File: config.mk
export PLATFORM = sky130hd
export DESIGN_NAME = rvfi_tohost_monitor_flat
export DESIGN_NICKNAME = d
export VERILOG_FILES = /design/src/rtl/rvfi_tohost_monitor_pkg.sv /design/src/rtl/rvfi_tohost_monitor_if.sv /design/src/rtl/rvfi_tohost_monitor_port.sv /design/src/rtl/rvfi_tohost_monitor.sv /design/src/flat_wrapper.sv
export SDC_FILE = /design/constraint.sdc
export NUM_CORES = 1
export LEC_CHECK = 0
export BUFFER_PORTS_ARGS = -buffer_cell sky130_fd_sc_hd__buf_2
export CORE_AREA = 2 2 286 288
export CTS_BUF_LIST = sky130_fd_sc_hd__clkbuf_8
export DETAILED_ROUTE_END_ITERATION = 8
export DIE_AREA = 0 0 288 290
export PLACE_DENSITY_LB_ADDON = 0.1
export SKIP_CTS_REPAIR_TIMING = 1
export SLEW_MARGIN = 40
export SYNTH_ARGS = -nofsm -noshare
export SYNTH_HDL_FRONTEND = slang
export SYNTH_SLANG_ARGS = --single-unit
File: constraint.sdc
create_clock -name clk_i -period 7.8 [get_ports clk_i]
set_input_delay 1.56 -clock clk_i [delete_from_list [all_inputs] [get_ports clk_i]]
set_output_delay 1.56 -clock clk_i [all_outputs]
set_load 0.005 [all_outputs]
File: src/rtl/rvfi_tohost_monitor_pkg.sv
// rvfi_monitor_pkg: commit-port record, monitor states and word/doubleword store decode
package rvfi_monitor_pkg;
   localparam int TOHOST_UPPER_OFFSET = 4;
   typedef enum logic [1:0] {IDLE, RUN, DONE, TIMEOUT} mon_state_e;
   typedef struct packed {
      logic        valid;
      logic        trap;
      logic [31:0] insn;
      logic [63:0] pc_rdata;
      logic [63:0] mem_addr;
      logic [7:0]  mem_wmask;
      logic [63:0] mem_wdata;
   } rvfi_instr_t;
   function automatic logic is_store_wd(logic [31:0] insn, int xlen);
      logic w_rv64;
      w_rv64 = (xlen == 64);
      is_store_wd = (insn[6:0] == 7'b0100011 && (insn[14:12] == 3'b010 || (w_rv64 && insn[14:12] == 3'b011)))
                 || (insn[1:0] == 2'b00 && (insn[15:13] == 3'b110 || (w_rv64 && insn[15:13] == 3'b111)));
   endfunction
endpackage

File: src/rtl/rvfi_tohost_monitor_if.sv
// rvfi_tohost_monitor_if: bundle of RVFI commit ports observed by the monitor
interface rvfi_tohost_monitor_if #(parameter int NR = 2) ();
   rvfi_monitor_pkg::rvfi_instr_t [NR-1:0] rvfi;
   modport master (output rvfi);
   modport slave  (input  rvfi);
endinterface

File: src/rtl/rvfi_tohost_monitor_port.sv
// rvfi_tohost_port: per-port tohost capture with same-cycle bypass,
// trap cancellation and terminate flag
module rvfi_tohost_port import rvfi_monitor_pkg::*; #(
   parameter int XLEN = 64
) (
   input  logic            clk_i,
   input  logic            rst_ni,
   input  logic            active_i,
   input  logic [XLEN-1:0] tohost_addr_i,
   input  logic            valid_i,
   input  logic            trap_i,
   input  logic [31:0]     insn_i,
   input  logic [XLEN-1:0] addr_i,
   input  logic [7:0]      wmask_i,
   input  logic [XLEN-1:0] wdata_i,
   output logic            term_o,
   output logic            upper_hit_o,
   output logic [XLEN-1:0] data_o
);
   logic            r_pend;
   logic [XLEN-1:0] r_pdata;
   logic            w_wr, w_cap, w_consume;
   assign w_wr        = active_i && tohost_addr_i != '0 && wmask_i != '0 && wdata_i != '0;
   assign w_cap       = w_wr && addr_i == tohost_addr_i;
   assign upper_hit_o = w_wr && addr_i == tohost_addr_i + XLEN'(TOHOST_UPPER_OFFSET);
   assign w_consume   = active_i && valid_i && is_store_wd(insn_i, XLEN) && (r_pend || w_cap);
   assign data_o      = w_cap ? wdata_i : r_pdata;
   assign term_o      = w_consume && data_o[0];
   // a consumed or trapped capture must not terminate a later store
   always_ff @(posedge clk_i or negedge rst_ni)
      if (!rst_ni) begin
         r_pend  <= 1'b0;
         r_pdata <= '0;
      end else begin
         if (w_cap) r_pdata <= wdata_i;
         if (active_i && trap_i && !valid_i) r_pend <= 1'b0;
         else if (w_consume) r_pend <= 1'b0;
         else if (w_cap) r_pend <= 1'b1;
      end
endmodule

File: src/rtl/rvfi_tohost_monitor.sv
// rvfi_tohost_monitor: end-of-test detector on RVFI commit ports with port priority,
// sticky DONE/TIMEOUT state machine and saturating cycle watchdog
module rvfi_tohost_monitor import rvfi_monitor_pkg::*; #(
   parameter  int NR_COMMIT_PORTS = 2,
   parameter  int XLEN            = 64,
   parameter  int CNT_W           = 32,
   localparam int PW              = NR_COMMIT_PORTS > 1 ? $clog2(NR_COMMIT_PORTS) : 1
) (
   input  logic                 clk_i,
   input  logic                 rst_ni,
   input  logic                 enable_i,
   input  logic [XLEN-1:0]      tohost_addr_i,
   input  logic [CNT_W-1:0]     timeout_i,
   rvfi_tohost_monitor_if.slave rvfi_i,
   output logic                 done_o,
   output logic                 pass_o,
   output logic [63:0]          exit_code_o,
   output logic [63:0]          done_pc_o,
   output logic [PW-1:0]        done_port_o,
   output logic                 timeout_o,
   output logic [CNT_W-1:0]     cycles_o
);
   mon_state_e                 r_state, w_next;
   logic                       w_active, w_any, w_timeout;
   logic [NR_COMMIT_PORTS-1:0] w_term, w_upper_hit;
   logic [XLEN-1:0]            w_data [NR_COMMIT_PORTS];
   logic [XLEN-1:0]            w_sel_data;
   logic [63:0]                w_sel_pc, w_code;
   logic [PW-1:0]              w_sel_port;
   logic [31:0]                r_upper, w_upper_d;
   assign w_active = r_state == RUN && enable_i;
   for (genvar i = 0; i < NR_COMMIT_PORTS; i++) begin : g_port
      rvfi_tohost_port #(.XLEN(XLEN)) u_port (
         .clk_i        (clk_i),
         .rst_ni       (rst_ni),
         .active_i     (w_active),
         .tohost_addr_i(tohost_addr_i),
         .valid_i      (rvfi_i.rvfi[i].valid),
         .trap_i       (rvfi_i.rvfi[i].trap),
         .insn_i       (rvfi_i.rvfi[i].insn),
         .addr_i       (rvfi_i.rvfi[i].mem_addr[XLEN-1:0]),
         .wmask_i      (rvfi_i.rvfi[i].mem_wmask),
         .wdata_i      (rvfi_i.rvfi[i].mem_wdata[XLEN-1:0]),
         .term_o       (w_term[i]),
         .upper_hit_o  (w_upper_hit[i]),
         .data_o       (w_data[i])
      );
   end
   // descending scan so the lowest-indexed port wins
   always_comb begin
      w_any      = 1'b0;
      w_sel_port = '0;
      w_sel_data = '0;
      w_sel_pc   = '0;
      w_upper_d  = r_upper;
      for (int i = NR_COMMIT_PORTS - 1; i >= 0; i--) begin
         if (w_upper_hit[i]) w_upper_d = rvfi_i.rvfi[i].mem_wdata[31:0];
         if (w_term[i]) begin
            w_any      = 1'b1;
            w_sel_port = PW'(i);
            w_sel_data = w_data[i];
            w_sel_pc   = 64'($signed(rvfi_i.rvfi[i].pc_rdata[XLEN-1:0]));
         end
      end
   end
   assign w_code    = (XLEN == 32) ? {r_upper, w_sel_data[31:0]} : 64'(w_sel_data);
   assign w_timeout = timeout_i != '0 && cycles_o == timeout_i - CNT_W'(1);
   always_comb begin
      w_next = r_state;
      if (r_state == IDLE && enable_i) w_next = RUN;
      else if (r_state == RUN) w_next = !enable_i ? IDLE : w_any ? DONE : w_timeout ? TIMEOUT : RUN;
   end
   always_ff @(posedge clk_i or negedge rst_ni)
      if (!rst_ni) begin
         r_state     <= IDLE;
         r_upper     <= '0;
         done_o      <= 1'b0;
         pass_o      <= 1'b0;
         exit_code_o <= '0;
         done_pc_o   <= '0;
         done_port_o <= '0;
         timeout_o   <= 1'b0;
         cycles_o    <= '0;
      end else begin
         r_state <= w_next;
         if (w_active) begin
            if (!(&cycles_o)) cycles_o <= cycles_o + CNT_W'(1);
            if (XLEN == 32) r_upper <= w_upper_d;
            if (w_any) begin
               done_o      <= 1'b1;
               pass_o      <= w_code == 64'h1;
               exit_code_o <= w_code;
               done_pc_o   <= w_sel_pc;
               done_port_o <= w_sel_port;
            end else if (w_timeout) timeout_o <= 1'b1;
         end
      end
endmodule

File: src/flat_wrapper.sv
// flat-port wrapper written by rule: the top's interface ports become plain ports
module rvfi_tohost_monitor_flat import rvfi_monitor_pkg::*;
#(
   parameter  int NR_COMMIT_PORTS = 2,
   parameter  int XLEN            = 64,
   parameter  int CNT_W           = 32,
   localparam int PW              = NR_COMMIT_PORTS > 1 ? $clog2(NR_COMMIT_PORTS) : 1
)
  (clk_i, rst_ni, enable_i, tohost_addr_i, timeout_i, done_o, pass_o, exit_code_o, done_pc_o, done_port_o, timeout_o, cycles_o, rvfi_i_rvfi);
  rvfi_tohost_monitor_if #(.NR((2))) rvfi_i_i ();
  input  logic clk_i;
  input  logic rst_ni;
  input  logic enable_i;
  input  logic [XLEN-1:0] tohost_addr_i;
  input  logic [CNT_W-1:0] timeout_i;
  output logic done_o;
  output logic pass_o;
  output logic [63:0] exit_code_o;
  output logic [63:0] done_pc_o;
  output logic [PW-1:0] done_port_o;
  output logic timeout_o;
  output logic [CNT_W-1:0] cycles_o;
  input wire logic [$bits(rvfi_i_i.rvfi)-1:0] rvfi_i_rvfi;
  assign rvfi_i_i.rvfi = rvfi_i_rvfi;
  rvfi_tohost_monitor #(.NR_COMMIT_PORTS(NR_COMMIT_PORTS), .XLEN(XLEN), .CNT_W(CNT_W)) u_core (.clk_i(clk_i), .rst_ni(rst_ni), .enable_i(enable_i), .tohost_addr_i(tohost_addr_i), .timeout_i(timeout_i), .rvfi_i(rvfi_i_i), .done_o(done_o), .pass_o(pass_o), .exit_code_o(exit_code_o), .done_pc_o(done_pc_o), .done_port_o(done_port_o), .timeout_o(timeout_o), .cycles_o(cycles_o));
endmodule
==> results of run 1 <==
## registers in the layout, summed over array words and instances (netlist names)
signal	flops
u_core.timeout_o	1
u_core.g_port.u_port.r_pdata	128
u_core.exit_code_o	64
u_core.pass_o	1
u_core.cycles_o	32
u_core.r_state	2
u_core.done_o	1
u_core.g_port.u_port.r_pend	2
u_core.done_pc_o	64
u_core.done_port_o	1
## area by class of cell
| type | instances | area (um2) |
|---|---|---|
| fillers | 8743 | 57700 |
| inverters | 11 | 41.29 |
| clock inverters | 33 | 214.0 |
| clock buffers | 69 | 949.7 |
| well taps | 1060 | 1326 |
| multi-input cells | 1179 | 8741 |
| repair buffers | 702 | 3705 |
| flip-flops and latches | 296 | 7407 |
| diodes | 28 | 70.07 |
## where the power goes
group | switching [mW] | total, mW | internal, mW
sequential | 0.0323 | 1.58 | 1.55
combinational | 0.262 | 0.451 | 0.189
clock | 0.738 | 1.61 | 0.869
total | 1.03 | 3.64 | 2.61
## layer usage
| layer | GRT usage [%] | vias to the layer above | routed length (um) |
|---|---|---|---|
| li1 | - | 7178 | - |
| met1 | 23.58 | 7613 | 34250 |
| met2 | 30.37 | 574 | 38560 |
| met3 | 5.000 | 119 | 6062 |
| met4 | 7.241 | 8 | 2103 |
| met5 | 0 | - | 48 |
## placed cells by master, fill, tap and decap left out, types with 55 or more instances in the layout
master,synthesis,final
nand3b_1,59,59
nand2_1,105,104
mux2_2,134,133
clkbuf_8,0,69
xnor2_1,66,66
xor2_1,130,130
dfrtp_1,296,296
buf_2,24,685
nor4_1,126,123
nor2_1,55,55
o21ai_0,83,83
mux2i_1,133,132
## path summary, 6_finish.rpt
check                                                           end  slack (ns)  cells past startpoint
worst max-delay path                                  u_core.pass_o        2.95                     11
worst min-delay path                               u_core.timeout_o        0.45                      1
worst max register to register               u_core.exit_code_o[33]        4.45                     10
worst min register to register                     u_core.timeout_o        0.45                      1
max in group asynchronous                     u_core.exit_code_o[7]        5.61                      3
min in group asynchronous       u_core.g_port[1].u_port.r_pdata[16]        0.81                      1
## logic make-up (layout without fill, tap and decap cells)
kind of cell	count (synthesis)	in the layout	synth area share (%)
AO/OA/AOI/OAI	192	192	6.571
XOR/XNOR	196	196	10.44
adder cells (fa/ha/maj)	2	2	0.1521
buffers and inverters	85	815	2.259
flip-flops	296	296	45.03
multiplexers	267	267	17.27
other	0	28	0
AND/OR/NAND/NOR	522	522	18.29
## through the flow
| stage | cell area (um2) | power [mW] | util, % |
|---|---|---|---|
| 6_report | 22450 | 3.639 | 28.01 |
| 5_1_grt | 22440 | 3.837 | 28.00 |
| 4_1_cts | 22320 | 3.735 | 27.85 |
| 3_5_place_dp | 21160 | 2.060 | 26.40 |
| 3_3_place_gp | 21080 | 2.059 | 26.30 |
| 2_1_floorplan | 16450 | 1.743 | - |
==> out/results.ini, run 1 <==
[status]
status = finished, final reports clean

[synth]
netlist_area_mm2 = 0.01645
yosys_warnings = 0
synth_top_area_cell = dfrtp_1
ys.flop_type = dfrtp_1
synth-edff-count = 0
yosys-top-cells-count = dfrtp_1 (296), mux2_2 (134), mux2i_1 (133), xor2_1 (130), nor4_1 (126)
synthTopCellsByArea = dfrtp_1 (45%), mux2_2 (9.2%), mux2i_1 (8.1%)
yosysMostFrequentCell = dfrtp_1
synth-seq-area-share_pct = 45.03
synth.distinct_cells = 59
ys_ff_latch = 296
async_reset_ff_share_pct = 100.0
syn_nets = 2129
yosysTopAreaCellShare_pct = 45.03
syn_inst = 1560
synth_area_per_cell_um2 = 10.55

[global_routing]
antenna_found_initial = 34
grt_max_degree = 136
grt_pass1_wl_um = 114700
grt_pass1_vias = 16386
grt.overflow.total = 0
track_usage_pct = 18.73

[critical_path]
worst-endpoint-required_ns = 8.34
cp_top_family = simple AND/OR/NAND/NOR gates
critPathLaunch = rvfi_i_rvfi[58]
cp_slowest_cell = a2111oi_1
worstPathArrival_ns = 5.39
critPathKind = in2reg
cp_num_buf_inv = 2
worstPathMaxFanout = 70
crit_path_start_kind = primary input
max_stage_delay_ns = 0.74
worst_setup_path_end_kind = flop
reg2reg_from = u_core.r_state[1]
cpMostUsedCell = nand4_1
worstPathCellList = buf_2 > nor4_1 > nand4_1 > nor4_2 > nand4_1 > nand4_1 > buf_12 > mux2_2 > a2111oi_1 > o22ai_1 > o22ai_1

[placement]
place_ws_ns = 2.230
dp_cells = 3246
port_buffers = 686
gp_congestion = 0.9613
hpwl_um = 65080

[timing]
finalHoldViolCount = 0
clock_skew_ns = 0.02871
relSlewSlack_pct = 46.07
max_freq_ghz = 0.2062
setup_viol = 0
worst_slew_pin_slew_ns = 0.8016
fin_hold_ws_ns = 0.4468
period_needed_ns = 4.850
rsz0062_at_grt = false
report.final.slew_viol_count = 0
setup_ws_ns = 2.950
fin_tns_setup_ns = 0
fin_crit_sh_pct = 62.18

[hold_path]
hp-start = u_core.timeout_o
hp-class = reg2reg

[floorplanning]
die-area_mm2 = 0.08352
pin_count = 731
rows = 104
start_util_pct = 20.52
dieWidth_um = 288
core_area_mm2 = 0.08016
die_y_um = 290

[route]
drc_errors = 0
ant_nets = 0
vias = 15492
first_iter_violations = 939
post_drt_wl_per_cell_um = 23.99
wl_um = 81020
first_pass_iters = 5
vias_per_cell = 4.586

[layout]
final_cells = 3378
final_nets = 2816
syn_to_final_growth_pct = 36.49
drive_gt1_share_pct = 40.92

[flow_run]
cap_violations = 0

[power_and_ir_drop]
p_leak_nw = 10.68
peakVddDrop_uv = 103.1
power.density_mw_per_mm2 = 162.1

[clock_tree]
cts_tree = built
htree_levels = 2
clk_latency_ns = 0.64
clkSinkCount = 296
root_buffer = clkbuf_8
cts.clk_slew.worst_paths_ns = 0.06
numCtsBuffers = 57
clk_path_buf_depth = 3

(Power assumes the default switching activity.)
==> inputs of run 2 (changes only) <==
Settings changed: ABC_AREA set to 1, CORE_AREA 2 2 286 288 to 2 2 283 285, DIE_AREA 0 0 288 290 to 0 0 285 287.
Clock period 7.8 ns to 4.6 ns, I/O delays scaled along.
==> run 2 against run 1 <==
Effect of this change:
- cell count up 24%
- synthesized area is 3.8% higher
- setup slack lost 2.0 ns
- global-route usage rose by 2.3 points
- wire length rose by 9.1%
- first-iteration DRC count is 23% higher
- largest power group unchanged
- highest routed layer unchanged
==> out/results.ini, run 2 <==
[status]
status = finished, final reports clean

[placement]
hpwl_um = 73140
gp_congestion = 0.9428
port_buffers = 686

[clock_tree]
cts_tree = built
root_buffer = clkbuf_8
clk_latency_ns = 0.67
numCtsBuffers = 59
cts.clk_slew.worst_paths_ns = 0.06
clk_path_buf_depth = 3
clkSinkCount = 296
htree_levels = 2

[synth]
syn_nets = 2952
synthSimpleGateAreaFrac_pct = 38.89
synth_fa_ha_area_share_pct = 0.1466
yosys_warnings = 0
yosysMostFrequentCell = nand2_1
synth_area_per_cell_um2 = 7.164
yosysTopAreaCellShare_pct = 43.39
synthMuxAreaShare_pct = 0
synth_top_family_by_area = simple AND/OR/NAND/NOR gates
yosys-top-cells-count = nand2_1 (721), nor2_1 (464), nand3_1 (319), dfrtp_1 (296), inv_1 (138)
synth_top_area_cell = dfrtp_1
ys.flop_type = dfrtp_1
netlist_area_mm2 = 0.01707
ys_ff_latch = 296
synth-seq-area-share_pct = 43.39
synthTopCellsByArea = dfrtp_1 (43%), nand2_1 (16%), nor2_1 (10%)
synth_xor_area_share_pct = 9.645
synth.distinct_cells = 43
synth_compound_area_share_pct = 2.309
synth-edff-count = 0
async_reset_ff_share_pct = 100.0
syn_inst = 2383

[timing]
max_freq_ghz = 0.2767
fin_hold_ws_ns = 0.1708
worst_slew_pin_slew_ns = 0.7196
setup_viol = 0
period_needed_ns = 3.614
fin_crit_sh_pct = 78.56
relSlewSlack_pct = 52.02
report.final.slew_viol_count = 0
finalHoldViolCount = 0
fin_tns_setup_ns = 0
rsz0062_at_grt = false
clock_skew_ns = 0.04050

[flow_run]
cap_violations = 0

[critical_path]
reg2reg_from = u_core.r_state[1]
worst_setup_path_end_kind = flop
r2r_setup_slack_ns = 1.32
r2r_cells = 14
critPathLaunch = tohost_addr_i[45]
worst-endpoint-required_ns = 5.19
critPathKind = in2reg
worstPathArrival_ns = 4.20
crit_path_start_kind = primary input
worstPathMaxFanout = 60

[layout]
final_nets = 3648
layout_commonest_cell = nand2_1
drive_gt1_share_pct = 26.85
largest_register_ffs = 128
layout_common_cells = nand2_1 (721), buf_2 (685), nor2_1 (463), nand3_1 (319), dfrtp_1 (296)
final_util_pct = 29.40
multi_input_area_mm2 = 0.008717
regArea_mm2 = 0.007407
fillers = 8909
syn_to_final_growth_pct = 35.37
largest_register = u_core.g_port.u_port.r_pdata
reg_top3 = u_core.g_port.u_port.r_pdata x128, u_core.done_pc_o x64, u_core.exit_code_o x64

[global_routing]
grt_pass1_vias = 18534
grt_max_degree = 89
antenna_found_initial = 34
track_usage_pct = 21.04
grt.overflow.total = 0
grt_pass1_wl_um = 126700

[route]
drc_errors = 0
vias = 18272
first_iter_violations = 1155
wirelength_met1_um = 41440
vias_per_cell = 4.357
post_drt_wl_per_cell_um = 21.08
wl_um = 88420
wl_met3_um = 5893
met2_length_um = 38690
ant_nets = 0
first_pass_iters = 5
top_layer_used = met5

[power_and_ir_drop]
p_leak_nw = 12.73
peakVddDrop_uv = 176.1
power.density_mw_per_mm2 = 275.1

[floorplanning]
pin_count = 731
die-area_mm2 = 0.08180
rows = 103
dieWidth_um = 285
die_y_um = 287
core_area_mm2 = 0.07861
start_util_pct = 21.72

[hold_path]
hp-class = in2async

[run 2: cell count changes after synthesis, moves of 33 or more]
cell,before,now
mux2i_1,133,0
inv_1,11,138
o21ai_0,83,21
nand3b_1,59,3
mux2_2,134,0
nand2_1,105,721
xor2_1,130,89
nand3_1,35,319
xnor2_1,66,99
nor4_1,126,7
o21ai_1,53,20
nor2_1,55,464
[run 2: final cells by class]
| type | instances | share of cell area (%) |
|---|---|---|
| sequential | 296 | 32.05 |
| clock buffer | 78 | 4.645 |
| tap | 1050 | 5.685 |
| antenna | 15 | 0.1624 |
| clock inverter | 33 | 1.115 |
| inverter | 147 | 2.409 |
| timing repair buffer | 713 | 16.21 |
| multi-input combinational | 1862 | 37.72 |
[run 2: power breakdown]
part           internal (mW)  switching, mW  total, mW
Combinational          0.291          0.431      0.722
Clock                   1.74           1.29       3.03
Sequential              2.61              0       2.61
Total                   4.64           1.72       6.36
[run 2: kinds of logic (layout without fill, tap and decap cells)]
group / Yosys count / count (layout)
AOI/OAI and AO/OA: 73 / 73
xor gates and xnor gates: 188 / 188
adders and majority gates: 2 / 2
DFF: 296 / 296
and+or+nand+nor: 1599 / 1599
other: 0 / 15
buffers and inverters: 225 / 971
[run 2: critical path, cell delays in order]
cell	delay (ns)
buf_2	0.13
nor2_1	0.45
nand2_1	0.10
nor2_1	0.10
nand2_1	0.07
nor2_1	0.31
nand2_1	0.10
nand2_1	0.13
nor2_2	0.08
nand3_1	0.11
nand2_1	0.11
nand2_4	0.18
buf_4	0.31
buf_4	0.62
nand3_1	0.24
nand3_1	0.14
[run 2: worst paths after layout]
path / endpoint
worst max-delay path: u_core.done_pc_o[36]
worst min-delay path: u_core.cycles_o[8]
worst max register to register: u_core.done_pc_o[23]
worst min register to register: u_core.timeout_o
max in group asynchronous: u_core.g_port[1].u_port.r_pdata[23]
min in group clk_i: u_core.timeout_o
[run 2: layer usage]
layer / track usage [%] / vias to the layer above
met5: 0 / -
met4: 6.113 / 20
met3: 5.270 / 139
met2: 32.36 / 603
met1: 29.10 / 8572
li1: - / 8938
[run 2: through the flow]
| step | total power, mW | instance area (um2) | worst slack, ns | std cells |
|---|---|---|---|---|
| 2_1_floorplan | 2.893 | 17070 | 1.698 | 2383 |
| 3_3_place_gp | 3.378 | 21740 | 0.3739 | 4068 |
| 3_5_place_dp | 3.377 | 21740 | 0.3874 | 4068 |
| 4_1_cts | 6.494 | 23070 | 1.083 | 4179 |
| 5_1_grt | 6.684 | 23090 | 0.7237 | 4188 |
| 6_report | 6.358 | 23110 | 0.9864 | 4194 |
